**src/rtl/alu_issue_stage.sv**
```systemverilog
// alu_issue_stage
//   Issue stage sitting directly in front of the ALU. It takes a decoded
//   instruction, resolves both source operands through EX/WB forwarding and
//   the immediate mux, and holds the result in an output register that the
//   ALU consumes through a valid/ready handshake. A load still in EX, whose
//   result is needed, stalls decode; each stalled cycle is counted in a
//   saturating debug counter.
//
// Ports
//   clk, rst_n          clock, synchronous active-low reset
//   flush               drop the held instruction and block capture
//   dec_*               decoded instruction, register-file data, immediate
//   dec_ready           stage accepts the decode instruction this cycle
//   ex_fwd_*            EX-stage result in flight (pending = load not done)
//   wb_fwd_*            writeback result
//   alu_valid/alu_ready handshake to the ALU
//   ALU_A_in, ALU_B_in  resolved operands
//   opcode, alu_rd      registered opcode and destination index
//   stall_cnt           saturating count of hazard-stall cycles
module alu_issue_stage #(
  parameter int DATA_W = 32,
  parameter int REG_W  = 5,
  parameter int OP_W   = 5,
  parameter int CNT_W  = 16
) (
  input  logic              clk,
  input  logic              rst_n,
  input  logic              flush,
  input  logic              dec_valid,
  output logic              dec_ready,
  input  logic [OP_W-1:0]   dec_opcode,
  input  logic [REG_W-1:0]  dec_rs1,
  input  logic [REG_W-1:0]  dec_rs2,
  input  logic [REG_W-1:0]  dec_rd,
  input  logic [DATA_W-1:0] dec_rs1_data,
  input  logic [DATA_W-1:0] dec_rs2_data,
  input  logic [DATA_W-1:0] dec_imm,
  input  logic              dec_use_imm,
  input  logic              ex_fwd_valid,
  input  logic [REG_W-1:0]  ex_fwd_rd,
  input  logic [DATA_W-1:0] ex_fwd_data,
  input  logic              ex_fwd_pending,
  input  logic              wb_fwd_valid,
  input  logic [REG_W-1:0]  wb_fwd_rd,
  input  logic [DATA_W-1:0] wb_fwd_data,
  output logic              alu_valid,
  input  logic              alu_ready,
  output logic [DATA_W-1:0] ALU_A_in,
  output logic [DATA_W-1:0] ALU_B_in,
  output logic [OP_W-1:0]   opcode,
  output logic [REG_W-1:0]  alu_rd,
  output logic [CNT_W-1:0]  stall_cnt
);

  // Resolve one source register: x0 is hard zero, then the youngest
  // available producer (EX, unless it is a load still pending), then WB,
  // then the register file.
  function automatic logic signed [DATA_W-1:0] fwd_sel(
    input logic [REG_W-1:0]         idx,
    input logic signed [DATA_W-1:0] rf_data,
    input logic                     ex_vld,
    input logic                     ex_pend,
    input logic [REG_W-1:0]         ex_rd,
    input logic signed [DATA_W-1:0] ex_data,
    input logic                     wb_vld,
    input logic [REG_W-1:0]         wb_rd,
    input logic signed [DATA_W-1:0] wb_data
  );
    logic signed [DATA_W-1:0] res;
    if (idx == '0)
      res = '0;
    else if (ex_vld && !ex_pend && (ex_rd == idx))
      res = ex_data;
    else if (wb_vld && (wb_rd == idx))
      res = wb_data;
    else
      res = rf_data;
    return res;
  endfunction

  // Counter increment that sticks at all-ones instead of wrapping.
  function automatic logic [CNT_W-1:0] sat_inc(input logic [CNT_W-1:0] v);
    logic [CNT_W-1:0] one;
    one = {{(CNT_W-1){1'b0}}, 1'b1};
    return (v == '1) ? v : v + one;
  endfunction

  logic                     hazard_p0;
  logic                     rs1_hit_p0;
  logic                     rs2_hit_p0;
  logic                     capture_p0;
  logic signed [DATA_W-1:0] rs2_fwd_p0;
  logic signed [DATA_W-1:0] opa_p0;
  logic signed [DATA_W-1:0] opb_p0;

  logic                     vld_p1;
  logic signed [DATA_W-1:0] opa_p1;
  logic signed [DATA_W-1:0] opb_p1;
  logic [OP_W-1:0]          op_p1;
  logic [REG_W-1:0]         rd_p1;
  logic [CNT_W-1:0]         stall_cnt_q;

  // ---- p0: decode-side hazard check and operand resolution ----
  // rs2 only matters when the immediate is not replacing it; the opcode
  // plays no part in the decision.
  assign rs1_hit_p0 = (dec_rs1 == ex_fwd_rd);
  assign rs2_hit_p0 = !dec_use_imm && (dec_rs2 == ex_fwd_rd);
  assign hazard_p0  = dec_valid && ex_fwd_valid && ex_fwd_pending &&
                      (ex_fwd_rd != '0) && (rs1_hit_p0 || rs2_hit_p0);

  assign dec_ready  = !hazard_p0 && !flush && (!vld_p1 || alu_ready);
  assign capture_p0 = dec_valid && dec_ready;

  assign opa_p0 = fwd_sel(dec_rs1, dec_rs1_data, ex_fwd_valid, ex_fwd_pending,
                          ex_fwd_rd, ex_fwd_data, wb_fwd_valid, wb_fwd_rd,
                          wb_fwd_data);
  assign rs2_fwd_p0 = fwd_sel(dec_rs2, dec_rs2_data, ex_fwd_valid,
                              ex_fwd_pending, ex_fwd_rd, ex_fwd_data,
                              wb_fwd_valid, wb_fwd_rd, wb_fwd_data);
  assign opb_p0 = dec_use_imm ? dec_imm : rs2_fwd_p0;

  // ---- p1: registered operands presented to the ALU ----
  // Flush wins over capture (dec_ready already excludes it); a drain with
  // no new capture leaves a bubble. Data registers are left alone on flush.
  always_ff @(posedge clk) begin
    if (!rst_n) begin
      vld_p1      <= 1'b0;
      opa_p1      <= '0;
      opb_p1      <= '0;
      op_p1       <= '0;
      rd_p1       <= '0;
      stall_cnt_q <= '0;
    end else begin
      if (flush)
        vld_p1 <= 1'b0;
      else if (capture_p0)
        vld_p1 <= 1'b1;
      else if (alu_ready)
        vld_p1 <= 1'b0;

      if (capture_p0) begin
        opa_p1 <= opa_p0;
        opb_p1 <= opb_p0;
        op_p1  <= dec_opcode;
        rd_p1  <= dec_rd;
      end

      if (hazard_p0)
        stall_cnt_q <= sat_inc(stall_cnt_q);
    end
  end

  assign alu_valid = vld_p1;
  assign ALU_A_in  = opa_p1;
  assign ALU_B_in  = opb_p1;
  assign opcode    = op_p1;
  assign alu_rd    = rd_p1;
  assign stall_cnt = stall_cnt_q;

endmodule

```
**config.mk**
```make
export PLATFORM = sky130hd
export DESIGN_NAME = alu_issue_stage
export DESIGN_NICKNAME = d
export VERILOG_FILES = /design/src/rtl/alu_issue_stage.sv
export SDC_FILE = /design/constraint.sdc
export NUM_CORES = 1
export LEC_CHECK = 0
export CAP_MARGIN = 20
export CORE_MARGIN = 2
export CORE_UTILIZATION = 25
export DETAILED_ROUTE_END_ITERATION = 8
export GPL_TIMING_DRIVEN = 0
export PLACE_DENSITY = 0.67
export SLEW_MARGIN = 25
export SYNTH_ARGS = -nofsm -noshare
export SYNTH_HDL_FRONTEND = slang
export SYNTH_SLANG_ARGS = --single-unit
```
**constraint.sdc**
```tcl
create_clock -name clk -period 3.22 [get_ports clk]
set_clock_uncertainty 0.15 [all_clocks]
set_input_delay 0.322 -clock clk [delete_from_list [all_inputs] [get_ports clk]]
set_output_delay 0.322 -clock clk [all_outputs]
set_load 0.01 [all_outputs]
```
## Word level (Yosys, flattened, before mapping)

Index checks and enable logic that the tools add are counted.

- Register bits after elaboration: 91
- Logic and storage cells: 51
- Output and inout bits: 92
- Bits of input ports: 199

- Reductions and logical operators: 26
- Mux-type cells: 9
- Eq/ne operators: 7
- Add/sub/neg operators: 1
- Bitwise gates (word level): 2

Operators with widths:

| cell | count |
|---|---|
| 32-bit 2-to-1 mux | 7 |
| 5-bit equality test | 6 |
| 16-bit by 1-bit adder with 16-bit output (second input constant) | 1 |
| 16-bit equality test (second input constant) | 1 |
| 1-bit logical AND | 13 |
| 5-bit zero test | 2 |
| 1-bit zero test | 5 |
| 5-bit nonzero test | 1 |
| 1-bit logical OR | 2 |
| 1-bit 2-to-1 mux | 2 |
| 1-bit inverter | 2 |
| 2-bit AND reduction | 1 |
| 2-bit nonzero test | 1 |
| 2-bit OR reduction | 1 |

## Depth between registers and ports, before layout

Gate-level depths: netlist (run 1).

- Depth in word-level cells: 9
- Mapped depth: 8

## Worst setup path after synthesis (run 1)

No wires, ideal clock.

- Kind: reg2reg
- Start: register stall_cnt_q[0] (netlist: stall_cnt[0])
- End: register stall_cnt_q[13] (netlist: stall_cnt[13])
- Required time: 2.999 ns
- Path slack: 1.003 ns
- Clock period less this slack: 2.217 ns
- Data arrival time: 1.996 ns
- Cell stages (with the launch flop): 9
- Cell sequence: dfxtp_1 -> ha_1 -> and3_1 -> and3_1 -> a31oi_4 -> nand2_2 -> buf_6 -> or4_1 -> a21oi_1

- Longest elaborated chain between the ends: 3

Ends and longest elaborated chain:

| element | line | source |
|---|---|---|
| from (decl) | 101 | `logic [CNT_W-1:0] stall_cnt_q;` |
| from (signal assigned) | 149 | `stall_cnt_q <= sat_inc(stall_cnt_q);` |
| parallel branches: the longest is 3 deep, another holds 16-bit by 1-bit adder with 16-bit output | n/a |  |

Parallel ways; which one is timed is not known.
A chain may end at the register's enable or synchronous reset.

## Final worst setup path (run 1)

- Start: input ex_fwd_rd[1]
- End: output dec_ready

- Longest elaborated chain between the ends: 7

Ends and longest elaborated chain:

| element | line | source |
|---|---|---|
| from (decl) | 40 | `input logic [REG_W-1:0] ex_fwd_rd,` |
| 5-bit equality test | 107 | `assign rs2_hit_p0 = !dec_use_imm && (dec_rs2 == ex_fwd_rd);` |
| 1-bit logical AND | 107 |  |
| 1-bit logical OR | 109 | `(ex_fwd_rd != '0) && (rs1_hit_p0 \|\| rs2_hit_p0);` |
| 1-bit logical AND (*) | 109 |  |
| 1-bit zero test (*) | 111 | `assign dec_ready = !hazard_p0 && !flush && (!vld_p1 \|\| alu_ready);` |
| 1-bit logical AND (*) (2 in series) | 111 |  |
| to (decl) | 30 | `output logic dec_ready,` |

Mark *: on every way between the ends. The rest lies on a longest branch, timed or not.

==> run summary, run 1 <==
==============================================================================
Outcome ......................................................... finished clean
PostCTS Resize Cnt ..............................................            0
Total of warnings raised by yosys ...............................            0
Reg-to-reg slack, setup .........................................       830 ps
Number of antenna-violating nets in the routed design ...........            0
Setup repair after global routing missed its margin .............        false
Share of cells above drive strength 1 ...........................        5.33%
Yosys cell types ................................................           47
Number of hold violations in the final report ...................            0
Initial Utilization .............................................        25.6%
Share of flip-flops with an asynchronous set or reset ...........           0%
CTS Hold Bufs ...................................................            0
Number of flops mapped to enable cells by yosys .................            0
Min-delay src ...................................................        rst_n
Leading area contributor after synthesis ........................ sky130_fd_sc_hd__dfxtp_1
Largest fanout of any net on the critical path ..................            4
Pin count of the biggest net entering global routing ............           15
Logic gate share of total power .................................        23.9%
Length in cells of the worst reg-to-reg path ....................            8
Share of synthesized area occupied by flip-flops and latches ....        34.9%
Estimated wirelength of the detail-placed design ................     18300 um
Number of DRC violations after detailed-routing iteration 0 .....          374
Largest incremental delay on the critical path ..................       600 ps
Cells taking the most area after synthesis ...................... sky130_fd_sc_hd__dfxtp_1 (35%), sky130_fd_sc_hd__nand2_1 (8.3%), sky130_fd_sc_hd__mux2i_1 (6.7%), sky130_fd_sc_hd__a22o_1 (5.4%), sky130_fd_sc_hd__nor2_1 (5.3%)
Layout filler cell count ........................................         2059
Routability Congestion ..........................................        0.857
Routed via count ................................................         6076
CTS tree ........................................................          yes
Max-slew violation count ........................................            0
Highest Clock Rate ..............................................      327 MHz
Critical path depth in cells ....................................            6
Clock tree root buffer cell ..................................... sky130_fd_sc_hd__clkbuf_16
Cell area power density .........................................  357 nW/um^2
Peak supply drop ................................................     0.231 mV
Maximum number of buffers from clock root to sink ...............            2
Headroom to the max-slew limit ..................................        45.8%
First-pass GRT wire length ......................................     35100 um
Hold Crit Class ................................................. primary input to flop
Clock buffer count from CTS .....................................            9
Die Outline Area ................................................  22100 sq um
Capturing element type of the critical path .....................   output pin
Final wirelength ................................................     23700 um
Setup WS pre-CTS ................................................     -2.53 ps
Internal power contribution .....................................      2.31 mW
Number of remaining DRC errors ..................................            0
Worst setup margin ..............................................       160 ps
Time the final worst path needs with I/O delays and setup .......      3060 ps
Synthesized flop and latch total ................................           91
Antenna violations before repair ................................            1
Core footprint ..................................................  20400 sq um
Synth-to-layout area growth .....................................        67.8%
Switching Fraction ..............................................        26.0%
Cell count after synthesis ......................................          654
Site Rows .......................................................           52
Input/output buffers ............................................          288
Routed WL per cell ..............................................      19.3 um
CP Buf/Inv Count ................................................            2
Post-Synthesis Net Count ........................................          854
Leakage component of the power ..................................      3.49 nW
IO Count ........................................................          291
Critical Path AT ................................................      2590 ps
Critical Path Most Common Cell .................................. sky130_fd_sc_hd__clkdlybuf4s50_1
Max-cap violation count .........................................            0
Detailed-route vias per instance ................................         4.95
Required time of the worst setup path ...........................      2750 ps
Total iterations of the first detailed-routing run ..............            5
Top-area cell type share of the netlist area ....................        34.9%
Overall overflow remaining after global route ...................            0
Die Width .......................................................       149 um
Deepest level of the CTS H-tree .................................            3
Sum Neg Setup Slack .............................................         0 ps
Leading register cell type out of synthesis ..................... sky130_fd_sc_hd__dfxtp_1
Critical-path cell list ......................................... clkdlybuf4s50_1, or4_4, o2111ai_4, nor2_1, nor3_1, clkdlybuf4s50_1
Sequential group share of total power ...........................        38.8%
Clock latency reported for the late side of the worst-skew pair .       350 ps
Clock power share ...............................................        37.3%
Number of post-CTS setup repair buffers .........................            0
Crit Path Category .............................................. primary input to output pin
Total GRT Usage .................................................        20.9%
Worst R2R Start ................................................. stall_cnt[0]$_SDFFE_PN0P_
# nets final ....................................................         1153
Antenna Cells ...................................................            0
Y dimension of the die ..........................................       149 um
Cell with the largest stage delay on the worst path ............. sky130_fd_sc_hd__or4_4
Crit share post-route ...........................................        95.0%
Crit path from .................................................. ex_fwd_rd[1]
Endpoint of the worst setup timing path .........................    dec_ready
Number of global-route vias before repair .......................         6040
Post-Synthesis Cell Area ........................................   5220 sq um
Critical Path Source Type ....................................... primary input
Clock-pin slew on the worst setup and hold paths ................        70 ps
Average footprint of a synthesized cell .........................   7.98 sq um
Transition at the pin with the smallest max-transition slack ....       806 ps
Final setup violating endpoints .................................            0
CP delay by family, top ......................................... buffers and inverters
Clock sink count ................................................           91
Critical register-to-register path endpoint ..................... stall_cnt[11]$_SDFFE_PN0P_
Net switching component of the power ............................     0.814 mW
==============================================================================
[registers in the layout (all words and copies together), names as in the netlist]
name       flops
ALU_B_in      32
alu_valid      1
opcode         5
ALU_A_in      32
alu_rd         5
stall_cnt     16
[placed cells by master, fill, tap and decap left out, drive strengths merged, types with 3 or more instances in the layout]
cell type / n
a21o: 30
a21oi: 11
a22o: 32
a311oi: 30
a31oi: 33
and3: 5
buf: 23
clkbuf: 43
clkdlybuf4s50: 288
dfxtp: 91
inv: 6
mux2i: 35
nand2: 116
nand2b: 4
nand3: 33
nand4: 4
nor2: 75
nor3: 4
o21ai: 36
o31ai: 4
or3: 3
or4: 5
xnor2: 11
xor2: 11
[layer usage]
layer | routed length [um] | track usage, %
met1 | 10700 | 27.4
met2 | 10900 | 34.9
met3 | 1580 | 4.17
met4 | 454 | 6.10
met5 | 0 | 0
[metrics by stage]
step	cells	hold WS [ps]	instance area [sq um]	util, %	total power [mW]
6_report	1227	259	8760	43.0	3.13
5_1_grt	1227	290	8760	43.0	3.27
4_1_cts	1227	255	8760	43.0	3.17
3_5_place_dp	1212	290	8440	41.5	1.98
3_3_place_gp	1212	286	8440	41.5	1.98
2_1_floorplan	654	251	5220	-	1.51
[cells by family (layout without fill, tap and decap cells)]
logic type	Yosys count	after routing	share of synthesized area, %
buffers and inverters	61	364	5.85
DFF	91	91	34.9
AOI/OAI and AO/OA	187	187	27.4
adders and majority gates	1	1	0.240
xor gates and xnor gates	22	22	3.69
and+or+nand+nor	257	257	21.2
muxes	35	35	6.71
[Yosys cell counts, drive strengths merged, types with 2 or more instances]
master,number
nand2,116
dfxtp,91
nor2,75
o21ai,36
mux2i,35
a31oi,33
nand3,33
a22o,32
clkbuf,32
a21o,30
a311oi,30
buf,23
a21oi,11
xnor2,11
xor2,11
inv,6
and3,5
or4,5
nand2b,4
nand4,4
nor3,4
o31ai,4
or3,3
a211o,2
nor2b,2
nor4,2
o221a,2
or3b,2
[final cells by class]
cell class / instances / area, sq um / area share [%]
timing repair buffer: 288 / 2880 / 32.9
sequential: 91 / 1820 / 20.8
inverter: 6 / 22.5 / 0.257
multi-input combinational: 502 / 3090 / 35.3
clock inverter: 4 / 75.1 / 0.857
clock buffer: 11 / 243 / 2.77
buffer: 55 / 283 / 3.23
tap: 270 / 338 / 3.86
[power by group through the flow]
stage / clock (mW) / sequential, mW / combinational, mW
finish: 1.17 / 1.21 / 0.748
global route: 1.25 / 1.22 / 0.802
CTS: 1.21 / 1.21 / 0.752
detailed placement: 0 / 1.24 / 0.748
global placement: 0 / 1.24 / 0.745
floorplan: 0 / 1.26 / 0.253
[worst reg2reg max path: cells and delay by family, from the launching register on]
family,cells,cell delay [ps]
simple gates,4,1010
compound gates,2,420
flops,1,350
fa+ha+maj,1,220
buf+inv,1,160
[worst min-delay path by stage]
stage	endpoint	slack, ps	cells past startpoint
final	ALU_B_in[1]$_SDFFE_PN0P_	260	2
after global routing	ALU_B_in[3]$_SDFFE_PN0P_	290	2
after CTS	ALU_B_in[1]$_SDFFE_PN0P_	260	2
after detailed placement	alu_rd[0]$_SDFFE_PN0P_	290	2
after global placement	opcode[1]$_SDFFE_PN0P_	290	2
after floorplan	alu_valid$_SDFFE_PP0P_	250	1
Note: power is estimated with default switching activity, not from simulation.
==> run 2, diff against run 1 <==
--- a/config.mk
+++ b/config.mk
@@ -6,7 +6,6 @@
 export NUM_CORES = 1
 export LEC_CHECK = 0
 export CAP_MARGIN = 20
-export CORE_MARGIN = 2
 export CORE_UTILIZATION = 25
 export DETAILED_ROUTE_END_ITERATION = 8
 export GPL_TIMING_DRIVEN = 0
==> run 2 against run 1 <==
Against the previous run:
- final cell count barely moved
- wire length is 1.3% lower
- clock power is essentially flat
- worst hold slack worse by 9.3 ps
- worst setup slack worse by 11 ps
- combinational power barely moved
- first-iteration DRC count down 4.5%
- sequential power about the same
- die area decreased by 2.7%
- sequential share of layout area hardly changed
- design area hardly changed
- maximum frequency decreased by 0.35%
==> run summary, run 2 (same netlist as run 1, synthesis figures left out) <==
==============================================================================
Pin count of the biggest net entering global routing ............           15
Length in cells of the worst reg-to-reg path ....................            8
Layout filler cell count ........................................         2067
Commonest non-fill, non-tap cell in the layout .................. sky130_fd_sc_hd__clkdlybuf4s50_1
Capturing element type of the critical path .....................   output pin
Site Rows .......................................................           52
Clock buffer count from CTS .....................................            9
Maximum number of buffers from clock root to sink ...............            2
Setup repair after global routing missed its margin .............        false
Worst R2R Start ................................................. stall_cnt[0]$_SDFFE_PN0P_
Crit Path Category .............................................. primary input to output pin
Worst hold path stage count .....................................            2
Reg-to-reg slack, setup .........................................       820 ps
Peak supply drop ................................................     0.245 mV
Number of global-route vias before repair .......................         6087
Number of post-CTS setup repair buffers .........................            0
Input/output buffers ............................................          288
Headroom to the max-slew limit ..................................        44.2%
Final setup violating endpoints .................................            0
Area of the multi-input gates ...................................   3090 sq um
Setup WS pre-CTS ................................................      41.5 ps
Leakage component of the power ..................................      3.48 nW
Time the final worst path needs with I/O delays and setup .......      3070 ps
Sequential standard cell area ...................................   1820 sq um
Antenna violations before repair ................................            0
Routed WL per cell ..............................................      19.0 um
Final non-filler cell area ......................................   8750 sq um
Core footprint ..................................................  20400 sq um
First-pass GRT wire length ......................................     35000 um
Required time of the worst setup path ...........................      2750 ps
PostCTS Resize Cnt ..............................................            0
Clock latency reported for the late side of the worst-skew pair .       350 ps
Crit share post-route ...........................................        95.4%
Hold Crit Class ................................................. primary input to flop
Critical register-to-register path endpoint ..................... stall_cnt[11]$_SDFFE_PN0P_
Min-delay src ...................................................        rst_n
Clock sink count ................................................           91
Number of DRC violations after detailed-routing iteration 0 .....          357
Total GRT Usage .................................................        21.6%
Initial Utilization .............................................        25.6%
Y dimension of the die ..........................................       147 um
Transition at the pin with the smallest max-transition slack ....       830 ps
Cell area power density .........................................  357 nW/um^2
Estimated wirelength of the detail-placed design ................     18100 um
Sum Neg Setup Slack .............................................         0 ps
Hold WS .........................................................       250 ps
# nets final ....................................................         1153
Max-slew violation count ........................................            0
Final core utilization ..........................................        43.0%
Number of hold violations in the final report ...................            0
Clock-pin slew on the worst setup and hold paths ................        60 ps
Max-cap violation count .........................................            0
Highest Clock Rate ..............................................      326 MHz
Outcome ......................................................... finished clean
Number of antenna-violating nets in the routed design ...........            0
Leading cell types in the layout, fill and taps excluded ........ sky130_fd_sc_hd__clkdlybuf4s50_1 (288), sky130_fd_sc_hd__nand2_1 (115), sky130_fd_sc_hd__dfxtp_1 (91), sky130_fd_sc_hd__nor2_1 (74)
Critical Path Source Type ....................................... primary input
CTS tree ........................................................          yes
CTS Hold Bufs ...................................................            0
Share of cells above drive strength 1 ...........................        5.22%
Deepest level of the CTS H-tree .................................            3
Detailed-route vias per instance ................................         4.98
Die Width .......................................................       147 um
Crit path from .................................................. ex_fwd_rd[0]
Critical Path AT ................................................      2600 ps
Total iterations of the first detailed-routing run ..............            5
Final wirelength ................................................     23400 um
Overall overflow remaining after global route ...................            0
Endpoint of the worst hold-timing path .......................... ALU_B_in[3]$_SDFFE_PN0P_
Synth-to-layout area growth .....................................        67.6%
Largest fanout of any net on the critical path ..................            4
Routed via count ................................................         6110
Dpl cell area ...................................................   8440 sq um
Number of remaining DRC errors ..................................            0
Die Outline Area ................................................  21500 sq um
Antenna Cells ...................................................            0
IO Count ........................................................          291
Clock tree root buffer cell ..................................... sky130_fd_sc_hd__clkbuf_16
Routability Congestion ..........................................        0.883
Worst setup margin ..............................................       149 ps
==============================================================================
-- run 2: cell type report --
cell class                      count  share of cell area, %
Timing Repair Buffer              288                   32.9
Buffer                             55                   3.23
Clock buffer                       12                   2.70
Sequential cell                    91                   20.8
Inverter                            6                  0.257
Tap cell                          270                   3.86
Clock inverter                      4                  0.858
Multi-Input combinational cell    502                   35.3
-- run 2: where the power goes --
| group | internal [mW] | switching (mW) | total, mW |
|---|---|---|---|
| Sequential | 1.18 | 0.0301 | 1.21 |
| Clock | 0.683 | 0.479 | 1.16 |
| Combinational | 0.434 | 0.316 | 0.750 |
-- run 2: worst max-delay path, stage by stage --
cell	delay [ps]
sky130_fd_sc_hd__clkdlybuf4s50_1	620
sky130_fd_sc_hd__xnor2_1	160
sky130_fd_sc_hd__nand3_1	170
sky130_fd_sc_hd__o32a_2	450
sky130_fd_sc_hd__nor2_1	290
sky130_fd_sc_hd__nor3_1	90
sky130_fd_sc_hd__clkdlybuf4s50_1	500
-- run 2: worst max-delay path by stage --
stage                            endpoint  cells after the start
2_1_floorplan  stall_cnt[13]$_SDFFE_PN0P_                      8
3_3_place_gp    ALU_A_in[18]$_SDFFE_PN0P_                      9
3_5_place_dp    ALU_A_in[18]$_SDFFE_PN0P_                      9
4_1_cts                         dec_ready                      6
5_1_grt                         dec_ready                      7
6_report                        dec_ready                      7
-- run 2: metal layers --
layer	GRT usage, %	vias up	wire (um)
li1	-	2961	-
met3	4.25	26	1480
met2	35.5	257	10800
met1	28.2	2866	10600
met4	6.82	0	448
met5	0	-	0
-- run 2: metrics by stage --
stage               cells  total power, mW
floorplan             654             1.51
CTS                  1228             3.16
global placement     1212             1.98
finish               1228             3.12
global route         1228             3.26
detailed placement   1212             1.98
==> run 3, diff against run 2 <==
--- a/config.mk
+++ b/config.mk
@@ -6,6 +6,7 @@
 export NUM_CORES = 1
 export LEC_CHECK = 0
 export CAP_MARGIN = 20
+export CORE_ASPECT_RATIO = 0.6
 export CORE_UTILIZATION = 25
 export DETAILED_ROUTE_END_ITERATION = 8
 export GPL_TIMING_DRIVEN = 0
==> run 3 against run 2 <==
Against the previous run:
- flip-flop and latch count unchanged
- sequential power about the same
- clock power decreased by 9%
- wire length increased by 5.6%
- global-route usage increased by 1.3 points
- core utilization increased by 0.14 points
- largest cell class unchanged
==> run summary, run 3 (same netlist as run 1, synthesis figures left out) <==
==============================================================================
Layout filler cell count ........................................         2055
Post-route insts no fill ........................................         1231
Die Outline Area ................................................  21500 sq um
Deepest level of the CTS H-tree .................................            3
Cell area power density .........................................  346 nW/um^2
Hold Crit Class ................................................. primary input to flop
Total iterations of the first detailed-routing run ..............            5
Routed via count ................................................         6239
Clock-pin slew on the worst setup and hold paths ................        70 ps
Routability Congestion ..........................................        0.893
CTS tree ........................................................          yes
Power consumption ...............................................      3.02 mW
Leading cell types in the layout, fill and taps excluded ........ sky130_fd_sc_hd__clkdlybuf4s50_1 (288), sky130_fd_sc_hd__nand2_1 (115), sky130_fd_sc_hd__dfxtp_1 (91), sky130_fd_sc_hd__nor2_1 (74)
Commonest non-fill, non-tap cell in the layout .................. sky130_fd_sc_hd__clkdlybuf4s50_1
Critical Path Source Type ....................................... primary input
Final setup violating endpoints .................................            0
Number of hold violations in the final report ...................            0
Overall overflow remaining after global route ...................            0
Clock latency reported for the late side of the worst-skew pair .       360 ps
Max-slew violation count ........................................            0
Estimated wirelength of the detail-placed design ................     19300 um
Critical Path AT ................................................      2590 ps
Core footprint ..................................................  20200 sq um
PostCTS Resize Cnt ..............................................            0
Initial Utilization .............................................        25.8%
Hold WS .........................................................       292 ps
Instance count after placement with tap cells included ..........         1215
First-pass GRT wire length ......................................     36700 um
IO Count ........................................................          291
Worst setup margin ..............................................       159 ps
Antenna Cells ...................................................            0
Peak supply drop ................................................     0.243 mV
Setup repair after global routing missed its margin .............        false
Sequential standard cell area ...................................   1820 sq um
Area of the multi-input gates ...................................   3090 sq um
Capturing element type of the critical path .....................   output pin
Total GRT Usage .................................................        22.9%
Final wirelength ................................................     24700 um
Y dimension of the die ..........................................       114 um
Clock tree root buffer cell ..................................... sky130_fd_sc_hd__clkbuf_16
Site Rows .......................................................           40
Largest fanout of any net on the critical path ..................            4
Dpl cell area ...................................................   8450 sq um
Clock sink count ................................................           91
Transition at the pin with the smallest max-transition slack ....       928 ps
Number of DRC violations after detailed-routing iteration 0 .....          408
Number of global-route vias before repair .......................         6080
Headroom to the max-slew limit ..................................        38.1%
Max-cap violation count .........................................            0
Antenna violations before repair ................................            0
Leakage component of the power ..................................      3.47 nW
Detailed-route vias per instance ................................         5.07
Number of post-CTS setup repair buffers .........................            0
Routed WL per cell ..............................................      20.1 um
Time the final worst path needs with I/O delays and setup .......      3060 ps
Die Width .......................................................       189 um
CTS Hold Bufs ...................................................            0
Pin count of the biggest net entering global routing ............           15
Number of antenna-violating nets in the routed design ...........            0
Final core utilization ..........................................        43.1%
Required time of the worst setup path ...........................      2750 ps
Final non-filler cell area ......................................   8720 sq um
Input/output buffers ............................................          288
Maximum number of buffers from clock root to sink ...............            2
Outcome ......................................................... finished clean
Crit Path Category .............................................. primary input to output pin
Synth-to-layout area growth .....................................        67.0%
Highest Clock Rate ..............................................      327 MHz
Share of cells above drive strength 1 ...........................        5.22%
Number of remaining DRC errors ..................................            0
Setup WS pre-CTS ................................................       106 ps
Crit share post-route ...........................................        95.0%
Clock buffer count from CTS .....................................            9
# nets final ....................................................         1153
Sum Neg Setup Slack .............................................         0 ps
==============================================================================
-- run 3: cell types whose count changed in the layout (fill, tap and decap cells not counted) --
cell                        delta
sky130_fd_sc_hd__bufinv_16     -2
sky130_fd_sc_hd__clkbuf_8      +1
sky130_fd_sc_hd__clkinv_4      +1
-- run 3: power by group --
part	switching, mW	internal [mW]
clock	0.497	0.549
sequential	0.0318	1.18
combinational	0.323	0.434
total	0.851	2.16
-- run 3: area by class of cell --
cell class                      count  share of cell area [%]
Buffer                             55                    3.24
Clock buffer                       13                    2.87
Clock inverter                      3                   0.273
Inverter                            6                   0.258
Multi-Input combinational cell    502                    35.5
Sequential cell                    91                    20.9
Tap cell                          273                    3.92
Timing Repair Buffer              288                    33.1
-- run 3: path summary, 6_finish.rpt --
check                                               start                          to  slack, ps  cells past startpoint
worst max-delay path                         ex_fwd_rd[1]                   dec_ready        160                      6
worst min-delay path                                rst_n  stall_cnt[15]$_SDFFE_PN0P_        290                      3
worst max register to register  stall_cnt[0]$_SDFFE_PN0P_   stall_cnt[9]$_SDFFE_PN0P_        770                      8
worst min register to register     opcode[4]$_SDFFE_PN0P_      opcode[4]$_SDFFE_PN0P_        300                      2
-- run 3: per-layer routing --
layer,track usage (%),wire length [um],vias up
met5,0,0,-
met4,4.89,326,0
met3,5.75,1970,21
met2,34.5,10300,298
met1,32.7,12100,2954
li1,-,-,2966
-- run 3: worst max-delay path: stages --
cell	delay (ps)
sky130_fd_sc_hd__clkdlybuf4s50_1	500
sky130_fd_sc_hd__or4_4	580
sky130_fd_sc_hd__o2111ai_4	300
sky130_fd_sc_hd__nor2_1	150
sky130_fd_sc_hd__nor3_1	190
sky130_fd_sc_hd__clkdlybuf4s50_1	560
==> RTL edit: new RTL, config.mk and constraints of run 2 <==
`OP_W`: 5 -> 7.
--- a/src/rtl/alu_issue_stage.sv
+++ b/src/rtl/alu_issue_stage.sv
@@ -20,7 +20,7 @@
 module alu_issue_stage #(
   parameter int DATA_W = 32,
   parameter int REG_W  = 5,
-  parameter int OP_W   = 5,
+  parameter int OP_W   = 7,
   parameter int CNT_W  = 16
 ) (
   input  logic              clk,
Ports: changed (resized dec_opcode and opcode); port bits go from 291 to 295. The function was not compared with the original's and may differ.
==> RTL edit against run 2 <==
Final cell count increased by 1.7%; sequential share of layout area grew 0.10 points; wire length is 2.6% higher; global-route usage about the same; cell area grew 1.7%; fmax up 1.5%; worst setup slack improved by 0.046 ns; sequential cell count rose by 2; combinational power up 2%; area after synthesis is 2.2% higher; total power fell by 2.4%; via count grew 3.3%; synthesized cell count grew 1.2%; critical endpoint unchanged.
==> RTL edit: results <==
[worst_setup_path]
r2r-end = "stall_cnt[13]"
rrSetupSlack_ns = 0.71
crit_slowest_cell = "or4_4"
cp.arrival_ns = 2.55
crit_start = "ex_fwd_rd[1]"

[status]
status = "finished, final reports clean"

[pwr]
power_combinational_uw = 766
ir_drop_mv = 0.2560
p_clk_frac = 0.342
internal_power_uw = 2196

[detailed_routing]
wl_met3_um = 1737
viasPerCell = 5.054
dr_wl_met2_um = 10990
wire_per_inst_um = 19.20

[yosys]
netlist_top_cells_area = "dfxtp_1 (35%), nand2_1 (8.2%), mux2i_1 (6.6%)"
synthesis.instances = 662
ys_seq_area_frac = 0.3488
synth_common_cells = "nand2_1 (117), dfxtp_1 (93), nor2_1 (74)"

[placed_design]
post-dp-hpwl_um = 18340
port-buffer-count = 293
preCtsSetupSlack_ns = -0.001522
globalplace.congestion = 0.9173
placed_area_mm2 = 0.008615

[cells_and_area]
drive_gt1_frac = 0.05870
fin_nets = 1168

[sta]
finalCriticalPeriod_ns = 3.025
hold_slack_ns = 0.3010

[global_route]
grt.met2_usage = 0.3495
use_met1 = 0.2783
antenna_found_initial = 3
grt_pass1_vias = 6201
grt_pass1_wl_um = 35920
grt_use_met3 = 0.04417

[worst_hold_path]
worstHoldPathType = "reg2reg"
hold_path.startpoint = "alu_rd[1]"
holdPathEnd = "alu_rd[1]"

[clock_network]
postCtsResizedCells = 0
RTL edit: changes by cell type after synthesis, moves of 3 or more:
cell	change
a311oi_1	-8
a311oi_2	+9
clkbuf_1	+3
nand3_1	+4
RTL edit: layout make-up:
class                      count  area (µm²)
antenna                        3       7.507
buffer                        55       274.0
clock buffer                  11       242.7
clock inverter                 5       36.28
fill                        2146       12050
inverter                       6       22.52
multi-input combinational    508        3179
sequential                    93        1862
tap                          275       344.1
timing repair buffer         293        2933
RTL edit: cells by family (layout without fill, tap and decap cells):
family,after synthesis,in the layout,synth area share
compound gates,185,185,0.2766
xor+xnor,22,22,0.03610
fa+ha+maj,1,1,0.002344
buf+inv,61,370,0.05555
flops,93,93,0.3488
mux,35,35,0.06564
other cells,0,3,0
simple gates,265,265,0.2150
RTL edit: critical path: cells and delay by family:
kind	cells	cell delay [ns]
and+or+nand+nor	3	0.88
AOI/OAI and AO/OA	1	0.30
buffers and inverters	2	1.05
